## config.mk

```make
export PLATFORM = sky130hd
export DESIGN_NAME = multicycle_control_unit
export DESIGN_NICKNAME = d
export VERILOG_FILES = /design/src/rtl/multicycle_control_unit_pkg.sv /design/src/rtl/multicycle_control_unit_control_decode.sv /design/src/rtl/multicycle_control_unit.sv
export SDC_FILE = /design/constraint.sdc
export NUM_CORES = 1
export LEC_CHECK = 0
export ABC_AREA = 1
export CORE_MARGIN = 2
export CORE_UTILIZATION = 41
export CTS_BUF_LIST = sky130_fd_sc_hd__clkbuf_16
export DETAILED_ROUTE_END_ITERATION = 12
export PLACE_DENSITY = 0.79
export RECOVER_POWER = 25
export SYNTH_ARGS = -nofsm -noshare
export SYNTH_HDL_FRONTEND = slang
export SYNTH_HIERARCHICAL = 1
export SYNTH_SLANG_ARGS = --single-unit
export TNS_END_PERCENT = 30
```

## constraint.sdc

```tcl
create_clock -name i_clk -period 1.3 [get_ports i_clk]
set_input_delay 0.13 -clock i_clk [delete_from_list [all_inputs] [get_ports i_clk]]
set_output_delay 0.13 -clock i_clk [all_outputs]
set_load 0.02 [all_outputs]
```

## src/rtl/multicycle_control_unit_pkg.sv

```systemverilog
// Shared encodings for the multicycle CPU: opcodes, FSM states, ALU functions and next-PC selects.
// The datapath and ALU import the same constants so every decoder agrees on them.
package multicycle_control_unit_pkg;

  localparam logic [5:0] OP_ADD  = 6'b000000;
  localparam logic [5:0] OP_SUB  = 6'b000001;
  localparam logic [5:0] OP_ADDI = 6'b000010;
  localparam logic [5:0] OP_OR   = 6'b010000;
  localparam logic [5:0] OP_AND  = 6'b010001;
  localparam logic [5:0] OP_ORI  = 6'b010010;
  localparam logic [5:0] OP_SLL  = 6'b011000;
  localparam logic [5:0] OP_SLT  = 6'b100110;
  localparam logic [5:0] OP_SW   = 6'b110000;
  localparam logic [5:0] OP_LW   = 6'b110001;
  localparam logic [5:0] OP_BEQ  = 6'b110100;
  localparam logic [5:0] OP_J    = 6'b111000;
  localparam logic [5:0] OP_JR   = 6'b111001;
  localparam logic [5:0] OP_JAL  = 6'b111010;
  localparam logic [5:0] OP_HALT = 6'b111111;

  typedef enum logic [2:0] {
    S_IF     = 3'b000,
    S_ID     = 3'b001,
    S_EXE_LS = 3'b010,
    S_MEM    = 3'b011,
    S_WB_L   = 3'b100,
    S_BEQ    = 3'b101,
    S_EXE_AL = 3'b110,
    S_WB_AL  = 3'b111
  } state_t;

  localparam logic [2:0] ALU_ADD = 3'b000;
  localparam logic [2:0] ALU_SUB = 3'b001;
  localparam logic [2:0] ALU_SLL = 3'b010;
  localparam logic [2:0] ALU_OR  = 3'b011;
  localparam logic [2:0] ALU_AND = 3'b100;
  localparam logic [2:0] ALU_SLT = 3'b101;

  localparam logic [1:0] PC_SRC_SEQ    = 2'b00;
  localparam logic [1:0] PC_SRC_BRANCH = 2'b01;
  localparam logic [1:0] PC_SRC_RS     = 2'b10;
  localparam logic [1:0] PC_SRC_JUMP   = 2'b11;

  function automatic logic is_rtype(input logic [5:0] op);
    return (op == OP_ADD) || (op == OP_SUB) || (op == OP_OR) ||
           (op == OP_AND) || (op == OP_SLL) || (op == OP_SLT);
  endfunction

  function automatic logic is_alu_op(input logic [5:0] op);
    return is_rtype(op) || (op == OP_ADDI) || (op == OP_ORI);
  endfunction

  function automatic logic [2:0] alu_op_for(input logic [5:0] op);
    case (op)
      OP_SUB:         return ALU_SUB;
      OP_SLL:         return ALU_SLL;
      OP_OR, OP_ORI:  return ALU_OR;
      OP_AND:         return ALU_AND;
      OP_SLT:         return ALU_SLT;
      default:        return ALU_ADD;
    endcase
  endfunction

endpackage

```

## src/rtl/multicycle_control_unit_control_decode.sv

```systemverilog
// Pure combinational decode of (state, opcode, zero) into every datapath enable and select.
// Zero latency, no handshake; unlisted enables/selects default to 0.
module control_decode
  import multicycle_control_unit_pkg::*;
(
  input  state_t     i_state,
  input  logic [5:0] i_opcode,
  input  logic       i_zero,
  output logic       o_pc_wre,
  output logic       o_ir_wre,
  output logic       o_ins_mem_rw,
  output logic       o_m_rd,
  output logic       o_m_wr,
  output logic       o_reg_wre,
  output logic       o_alu_src_a,
  output logic       o_alu_src_b,
  output logic       o_ext_sel,
  output logic       o_db_data_src,
  output logic       o_wr_reg_data,
  output logic       o_reg_dst,
  output logic       o_reg_dst31,
  output logic [1:0] o_pc_src,
  output logic [2:0] o_alu_op
);

  always_comb begin
    o_pc_wre      = 1'b0;
    o_ir_wre      = 1'b0;
    o_ins_mem_rw  = 1'b0;
    o_m_rd        = 1'b0;
    o_m_wr        = 1'b0;
    o_reg_wre     = 1'b0;
    o_alu_src_a   = 1'b0;
    o_alu_src_b   = 1'b0;
    o_ext_sel     = 1'b0;
    o_db_data_src = 1'b0;
    o_wr_reg_data = 1'b0;
    o_reg_dst     = 1'b0;
    o_reg_dst31   = 1'b0;
    o_pc_src      = PC_SRC_SEQ;
    o_alu_op      = ALU_ADD;

    case (i_state)
      S_IF: begin
        o_ins_mem_rw = 1'b1;
        o_ir_wre     = 1'b1;
      end
      S_ID: begin
        case (i_opcode)
          OP_J: begin
            o_pc_wre = 1'b1;
            o_pc_src = PC_SRC_JUMP;
          end
          OP_JR: begin
            o_pc_wre = 1'b1;
            o_pc_src = PC_SRC_RS;
          end
          OP_JAL: begin
            o_pc_wre      = 1'b1;
            o_pc_src      = PC_SRC_JUMP;
            o_reg_wre     = 1'b1;
            o_wr_reg_data = 1'b1;
            o_reg_dst31   = 1'b1;
          end
          OP_HALT: ;  // PC never advances, so halt is re-fetched forever
          default: begin
            // Undefined opcodes retire as a NOP; real ops continue to later states
            if (!is_alu_op(i_opcode) && (i_opcode != OP_LW) &&
                (i_opcode != OP_SW) && (i_opcode != OP_BEQ)) begin
              o_pc_wre = 1'b1;
              o_pc_src = PC_SRC_SEQ;
            end
          end
        endcase
      end
      S_EXE_AL: begin
        o_alu_src_b = (i_opcode == OP_ADDI) || (i_opcode == OP_ORI);
        o_ext_sel   = (i_opcode == OP_ADDI);
        o_alu_src_a = (i_opcode == OP_SLL);
        o_alu_op    = alu_op_for(i_opcode);
      end
      S_WB_AL: begin
        o_reg_wre = 1'b1;
        o_reg_dst = is_rtype(i_opcode);
        o_pc_wre  = 1'b1;
      end
      S_EXE_LS: begin
        o_alu_src_b = 1'b1;
        o_ext_sel   = 1'b1;
      end
      S_MEM: begin
        if (i_opcode == OP_LW) begin
          o_m_rd = 1'b1;
        end else begin
          o_m_wr   = 1'b1;
          o_pc_wre = 1'b1;
        end
      end
      S_WB_L: begin
        o_reg_wre     = 1'b1;
        o_db_data_src = 1'b1;
        o_pc_wre      = 1'b1;
      end
      S_BEQ: begin
        o_alu_op  = ALU_SUB;
        o_ext_sel = 1'b1;
        o_pc_wre  = 1'b1;
        o_pc_src  = i_zero ? PC_SRC_BRANCH : PC_SRC_SEQ;
      end
      default: ;
    endcase
  end

endmodule

```

## src/rtl/multicycle_control_unit.sv

```systemverilog
// Multicycle CPU control FSM: one state per cycle, outputs decoded combinationally from state+opcode.
// No handshake; synchronous Reset returns to IF and holds every write/read enable low.
module multicycle_control_unit
  import multicycle_control_unit_pkg::*;
(
  input  logic       i_clk,
  input  logic       i_reset,
  input  logic [5:0] i_opcode,
  input  logic       i_zero,
  output logic [2:0] o_state,
  output logic       o_pc_wre,
  output logic       o_ir_wre,
  output logic       o_ins_mem_rw,
  output logic       o_m_rd,
  output logic       o_m_wr,
  output logic       o_reg_wre,
  output logic       o_alu_src_a,
  output logic       o_alu_src_b,
  output logic       o_ext_sel,
  output logic       o_db_data_src,
  output logic       o_wr_reg_data,
  output logic       o_reg_dst,
  output logic       o_reg_dst31,
  output logic [1:0] o_pc_src,
  output logic [2:0] o_alu_op
);

  state_t r_state;
  state_t w_next_state;
  logic   w_pc_wre, w_ir_wre, w_ins_mem_rw, w_m_rd, w_m_wr, w_reg_wre;

  always_ff @(posedge i_clk) begin
    if (i_reset) r_state <= S_IF;
    else         r_state <= w_next_state;
  end

  always_comb begin
    w_next_state = S_IF;
    case (r_state)
      S_IF: w_next_state = S_ID;
      S_ID: begin
        if (is_alu_op(i_opcode))                            w_next_state = S_EXE_AL;
        else if ((i_opcode == OP_LW) || (i_opcode == OP_SW)) w_next_state = S_EXE_LS;
        else if (i_opcode == OP_BEQ)                         w_next_state = S_BEQ;
        else                                                 w_next_state = S_IF;
      end
      S_EXE_AL: w_next_state = S_WB_AL;
      S_EXE_LS: w_next_state = S_MEM;
      S_MEM:    w_next_state = (i_opcode == OP_LW) ? S_WB_L : S_IF;
      default:  w_next_state = S_IF;
    endcase
  end

  control_decode u_decode (
    .i_state       (r_state),
    .i_opcode      (i_opcode),
    .i_zero        (i_zero),
    .o_pc_wre      (w_pc_wre),
    .o_ir_wre      (w_ir_wre),
    .o_ins_mem_rw  (w_ins_mem_rw),
    .o_m_rd        (w_m_rd),
    .o_m_wr        (w_m_wr),
    .o_reg_wre     (w_reg_wre),
    .o_alu_src_a   (o_alu_src_a),
    .o_alu_src_b   (o_alu_src_b),
    .o_ext_sel     (o_ext_sel),
    .o_db_data_src (o_db_data_src),
    .o_wr_reg_data (o_wr_reg_data),
    .o_reg_dst     (o_reg_dst),
    .o_reg_dst31   (o_reg_dst31),
    .o_pc_src      (o_pc_src),
    .o_alu_op      (o_alu_op)
  );

  // Reset abandons the in-flight instruction, so no state element may be written meanwhile
  assign o_pc_wre     = w_pc_wre     & ~i_reset;
  assign o_ir_wre     = w_ir_wre     & ~i_reset;
  assign o_ins_mem_rw = w_ins_mem_rw & ~i_reset;
  assign o_m_rd       = w_m_rd       & ~i_reset;
  assign o_m_wr       = w_m_wr       & ~i_reset;
  assign o_reg_wre    = w_reg_wre    & ~i_reset;
  assign o_state      = r_state;

endmodule
```

# ---- Word-level counts from Yosys, hierarchy flattened
# Cells that the tools add are included.
dict set report word_totals {
  input_bits 9
  ff_bits 3
  ramBits 0
  mem_count 0
  latchBits 0
  mem_bits_ro 0
}
dict set report classes {
  n_bitwise 6
  multipliers 0
  n_reduce_logical 21
  div_mod_pow 0
  magnitude_cmp 0
  n_mux 26
  n_eq_ne 24
  shift 0
  addsub 0
}
# cell count
set ops {}
lappend ops {{$eq 6x6->1 const B} 8}
lappend ops {{$pmux 3 s5} 2}
lappend ops {{$eq 6x5->1 const B} 4}
lappend ops {{$ne 6x6->1 const B} 3}
lappend ops {{$eq 3x3->1 const B} 4}
lappend ops {{$mux 1} 12}
lappend ops {{$mux 3} 4}
lappend ops {{$logic_or 1x1->1} 9}
lappend ops {{$pmux 1 s2} 4}
lappend ops {{$pmux 2 s2} 2}
lappend ops {{$reduce_or 2->1} 4}
lappend ops {{$eq 3x2->1 const B} 2}
lappend ops {{$eq 6x1->1 const B} 1}
lappend ops {{$eq 6x2->1 const B} 1}
lappend ops {{$logic_not 6->1} 1}
lappend ops {{$pmux 3 s2} 1}
lappend ops {{$reduce_or 3->1} 2}
lappend ops {{$and 1x1->1} 5}
lappend ops {{$eq 3x1->1 const B} 1}
lappend ops {{$logic_and 1x1->1} 3}
lappend ops {{$logic_not 3->1} 1}
lappend ops {{$pmux 1 s3} 1}
lappend ops {{$logic_not 1->1} 1}
lappend ops {{$not 1->1} 1}

# ---- Logic depth before layout (Yosys ltp)
dict set report depth {
  depth_word 16
  ltp_mapped 10
  mapped_depth_nobuf 10
}

# ---- By module
# The synthesis kept the hierarchy.
# module seq_area_each_um2 cells_each area_per_inst_um2 n_inst
set by_module_without_submodules {}
lappend by_module_without_submodules {control_decode 0.0 84 381.6 1}
lappend by_module_without_submodules {multicycle_control_unit 60.1 57 299.0 1}

# ---- Least setup slack after synthesis
# OpenSTA, ideal clock, no wires.
dict set report synth_timing {
  path_type {reg-to-output}
  startpoint {register r_state[0], in the netlist o_state[0]}
  endpoint {output port o_wr_reg_data}
  n_path_buf 1
  slack_ps -298
  t_arrival_ps 1468
  path_stages_with_launch 6
  t_required_ps 1170
  path_cell_list {dfxtp_1 > nand3_1 > nor2_1 > nand2_1 > nor2_1 > buf_4}
}
dict set report synth_via {
  elab_chain_len 2
}
# item line
set synth_rtl {}
lappend synth_rtl {{start: declaration} multicycle_control_unit.sv:28} ;# state_t r_state;
lappend synth_rtl {{start signal: assignment} multicycle_control_unit.sv:34} ;# else r_state <= w_next_state;
lappend synth_rtl {{$eq 3x1->1} --}
lappend synth_rtl {{$mux 1} --}
lappend synth_rtl {{end: declaration} multicycle_control_unit.sv:21} ;# output logic o_wr_reg_data,
# No other way between the ends.

# ---- Worst setup path after layout
dict set report layout_timing {
  startpoint {register r_state[1], in the netlist o_state[1]}
  endpoint {output port o_pc_wre}
}
dict set report layout_via {
  elab_chain_len 4
  word_cells_on_any_way 8
}
# item line
set layout_rtl {}
lappend layout_rtl {{$eq 3x3->1} multicycle_control_unit_control_decode.sv:43} ;# case (i_state)
lappend layout_rtl {{$reduce_or 3->1 (no source line)} --}
lappend layout_rtl {{$pmux 1 s3 (*)} multicycle_control_unit_control_decode.sv:43}
lappend layout_rtl {{named net w_pc_wre} multicycle_control_unit.sv:30} ;# logic w_pc_wre, w_ir_wre, w_ins_mem_rw, w_m_rd, w_m_wr, w_reg_wre;
lappend layout_rtl {{$and 1x1->1 (*)} multicycle_control_unit.sv:76} ;# assign o_pc_wre = w_pc_wre & ~i_reset;
lappend layout_rtl {{end: declaration} multicycle_control_unit.sv:11} ;# output logic o_pc_wre,
# Mark *: on every way through the listed nets, which the timed path passes. The rest lies on a longest branch.

==> impl_metrics.csv <==
group,metric,value,unit
clock_network,clk_pin_slew,30,ps
routing,final_antenna_net_count,0,
sta,rsz0062_at_grt,"true",
run_status,status,"finished, violations left",
sta,worstMarginPinSlew,312,ps
worst_setup_path,crit_path_start_kind,"flop",
synthesis,synth_top_area_share,18.2,%
grt,antenna_found_initial,0,
synthesis,synth_edf_count,0,
grt,gr-usage-met3,5.60,%
sta,fin_skew,3.79,ps
routing,drt_first_pass_iters,6,
grt,use_met2,62.6,%
place,dpl.cell_count,214,
layout,postLayoutCoreUtil,90.1,%
worst_setup_path,worstSetupEndpointType,"output port",
grt,grt_max_degree,8,
layout,drive_above_1_share,49.8,%
clock_network,cts.sinks,3,
sta,period_share,119,%
power_and_ir_drop,power_density,690,nW/um2
routing,wl_per_cell,16.2,um
grt,use_met1,41.0,%
synthesis,syn_inst,141,
flow_run,max-cap-violations,0,
floorplan,start_util,44.7,%
worst_setup_path,path_max_fanout,3,
worst_setup_path,r2r_setup_slack,-80,ps
grt,grt-ovfl-total,0,
worst_setup_path,arrival,1420,ps
worst_setup_path,ff2ff_path_depth,8,
floorplan,rows,14,
synthesis,syn_area,681,um2
grt,gr-max-usage-layer,"met2",
clock_network,cts_tree,"done",
layout,num_antenna_cells,0,
worst_setup_path,timing_worst_setup_path_type,"flop to output port",
clock_network,hold_buffers,0,
synthesis,avgSynthCellArea,4.83,um2
clock_network,cts_buffers,3,
synthesis,async_reset_ff_share,0,%
floorplan,die_area,2000,um2
place,io_buffers,29,
synthesis,yosysWarnings,6,
clock_network,clk-insertion-delay-late,230,ps
routing,vias,1235,
synthesis,synth_cell_types,20,
synthesis,synth_largest_area_cell,"nand2_1",
synthesis,ys_seq_elements,3,
sta,setup_ws,-245,ps
sta,period_minus_slack,1550,ps
power_and_ir_drop,leakage,0.755,nW
floorplan,core,1520,um2
worst_setup_path,crit_required,1170,ps
sta,setup_viol,18,
sta,slew_violations,0,
layout,finalNonFillerCells,221,
hold_path,min-delay-path-class,"input pin to flop",
synthesis,synthFlopType,"dfxtp_1",
routing,wirelength,3.58,mm
routing,drt-initial-drc-count,56,
synthesis,syn_nets,150,
run_status,violations,"negative setup slack",
power_and_ir_drop,total_power,0.000949,W
synthesis,yosysSeqAreaShare,8.82,%
grt,first_global_vias,1185,
synthesis,synth_top_cells_by_area,"nand2_1 (18%), nor2_1 (18%), inv_1 (12%)",
clock_network,htreeDepth,1,
hold_path,hold_depth,7,
routing,drc,0,
clock_network,cts_root_buffer,"clkbuf_16",
place,dpl.hpwl,1.82,mm
layout,area_growth,102,%
grt,track_usage,36.4,%
floorplan,die_h,44.7,um
layout,fin_nets,215,
layout,largest_register_ffs,3,
sta,slew_headroom,79.1,%
sta,fmax,647,MHz
place,place_congestion,0.865,
routing,via_per_inst,5.59,
synthesis,synthTopCellsByCount,"nand2_1 (33), nor2_1 (33), inv_1 (22)",
clock_network,clk_path_buf_depth,2,
sta,hold_viol,0,
grt,grt_pass1_wl,5.22,mm
power_and_ir_drop,ir_worst_vdd,0.00135,V
floorplan,ios,30,
floorplan,die_w,44.7,um
metal layers:
layer	part of all wire, %	vias to the layer above
met5	0	-
met4	7.4	0
met3	6.1	30
met2	49	84
met1	37	559
li1	-	562
critical path, cell delays in order (launching register included):
cell	delay (ps)
dfxtp_2	340
inv_4	80
nand3_2	100
a21oi_1	200
nand3_1	110
nand2_1	90
inv_1	50
nor2_2	80
buf_4	150
layout by cell type (no fill, tap or decap), drive strengths merged, types with 3 or more instances in the layout:
cell / Yosys / routed
inv: 28 / 29
dlygate4sd2: 0 / 4
nor3: 3 / 3
clkbuf: 1 / 5
dfxtp: 3 / 3
a21oi: 7 / 7
buf: 2 / 53
nand3: 13 / 13
nor2: 42 / 42
nand2: 36 / 36
final cells by class:
cell class | instances | area [um2]
Tap cell | 16 | 20.0
Timing Repair Buffer | 63 | 515
Multi-Input combinational cell | 107 | 586
Inverter | 28 | 108
Sequential cell | 3 | 66.3
Fill cell | 74 | 150
Clock inverter | 1 | 3.75
Clock buffer | 3 | 75.1
metrics by stage:
step / cell area, um2 / hold slack, ps / worst slack, ps / TNS [ps]
2_1_floorplan: 702 / 358 / 12.4 / 0
3_3_place_gp: 1230 / 613 / -772 / -11890
3_5_place_dp: 1230 / 627 / -801 / -12280
4_1_cts: 1330 / 636 / -178 / -1180
5_1_grt: 1370 / 598 / -288 / -2430
6_report: 1370 / 552 / -245 / -1750
final timing paths:
kind                                 to                   from
setup / recovery               o_pc_wre  o_state[1]$_SDFF_PP0_
hold / removal    o_state[1]$_SDFF_PP0_            i_opcode[5]
setup reg to reg  o_state[2]$_SDFF_PP0_  o_state[1]$_SDFF_PP0_
hold reg to reg   o_state[0]$_SDFF_PP0_  o_state[0]$_SDFF_PP0_
report_power, final:
group          internal, W  total (W)  switching [W]  leakage [nW]
sequential       0.0000986   0.000107     0.00000834        0.0261
combinational     0.000138   0.000342       0.000204         0.687
clock             0.000398   0.000499       0.000101        0.0423
cells by family (layout without fill, tap and decap cells):
family | Yosys count | count (layout) | synth area share, %
DFF | 3 | 3 | 8.82
and+or+nand+nor | 96 | 96 | 64.0
buffers and inverters | 31 | 95 | 18.2
AOI/OAI and AO/OA | 11 | 11 | 9.01
repair_timing:
| action | 4_1_cts | 5_1_grt |
|---|---|---|
| gates cloned | 0 | 0 |
| setup buffers | 2 | 1 |
| pin swaps | 4 | 5 |
| resized for setup | 124 | 20 |
| endpoints found under the setup margin | 24 | 20 |
No activity file was read; power rests on OpenSTA's default activity.
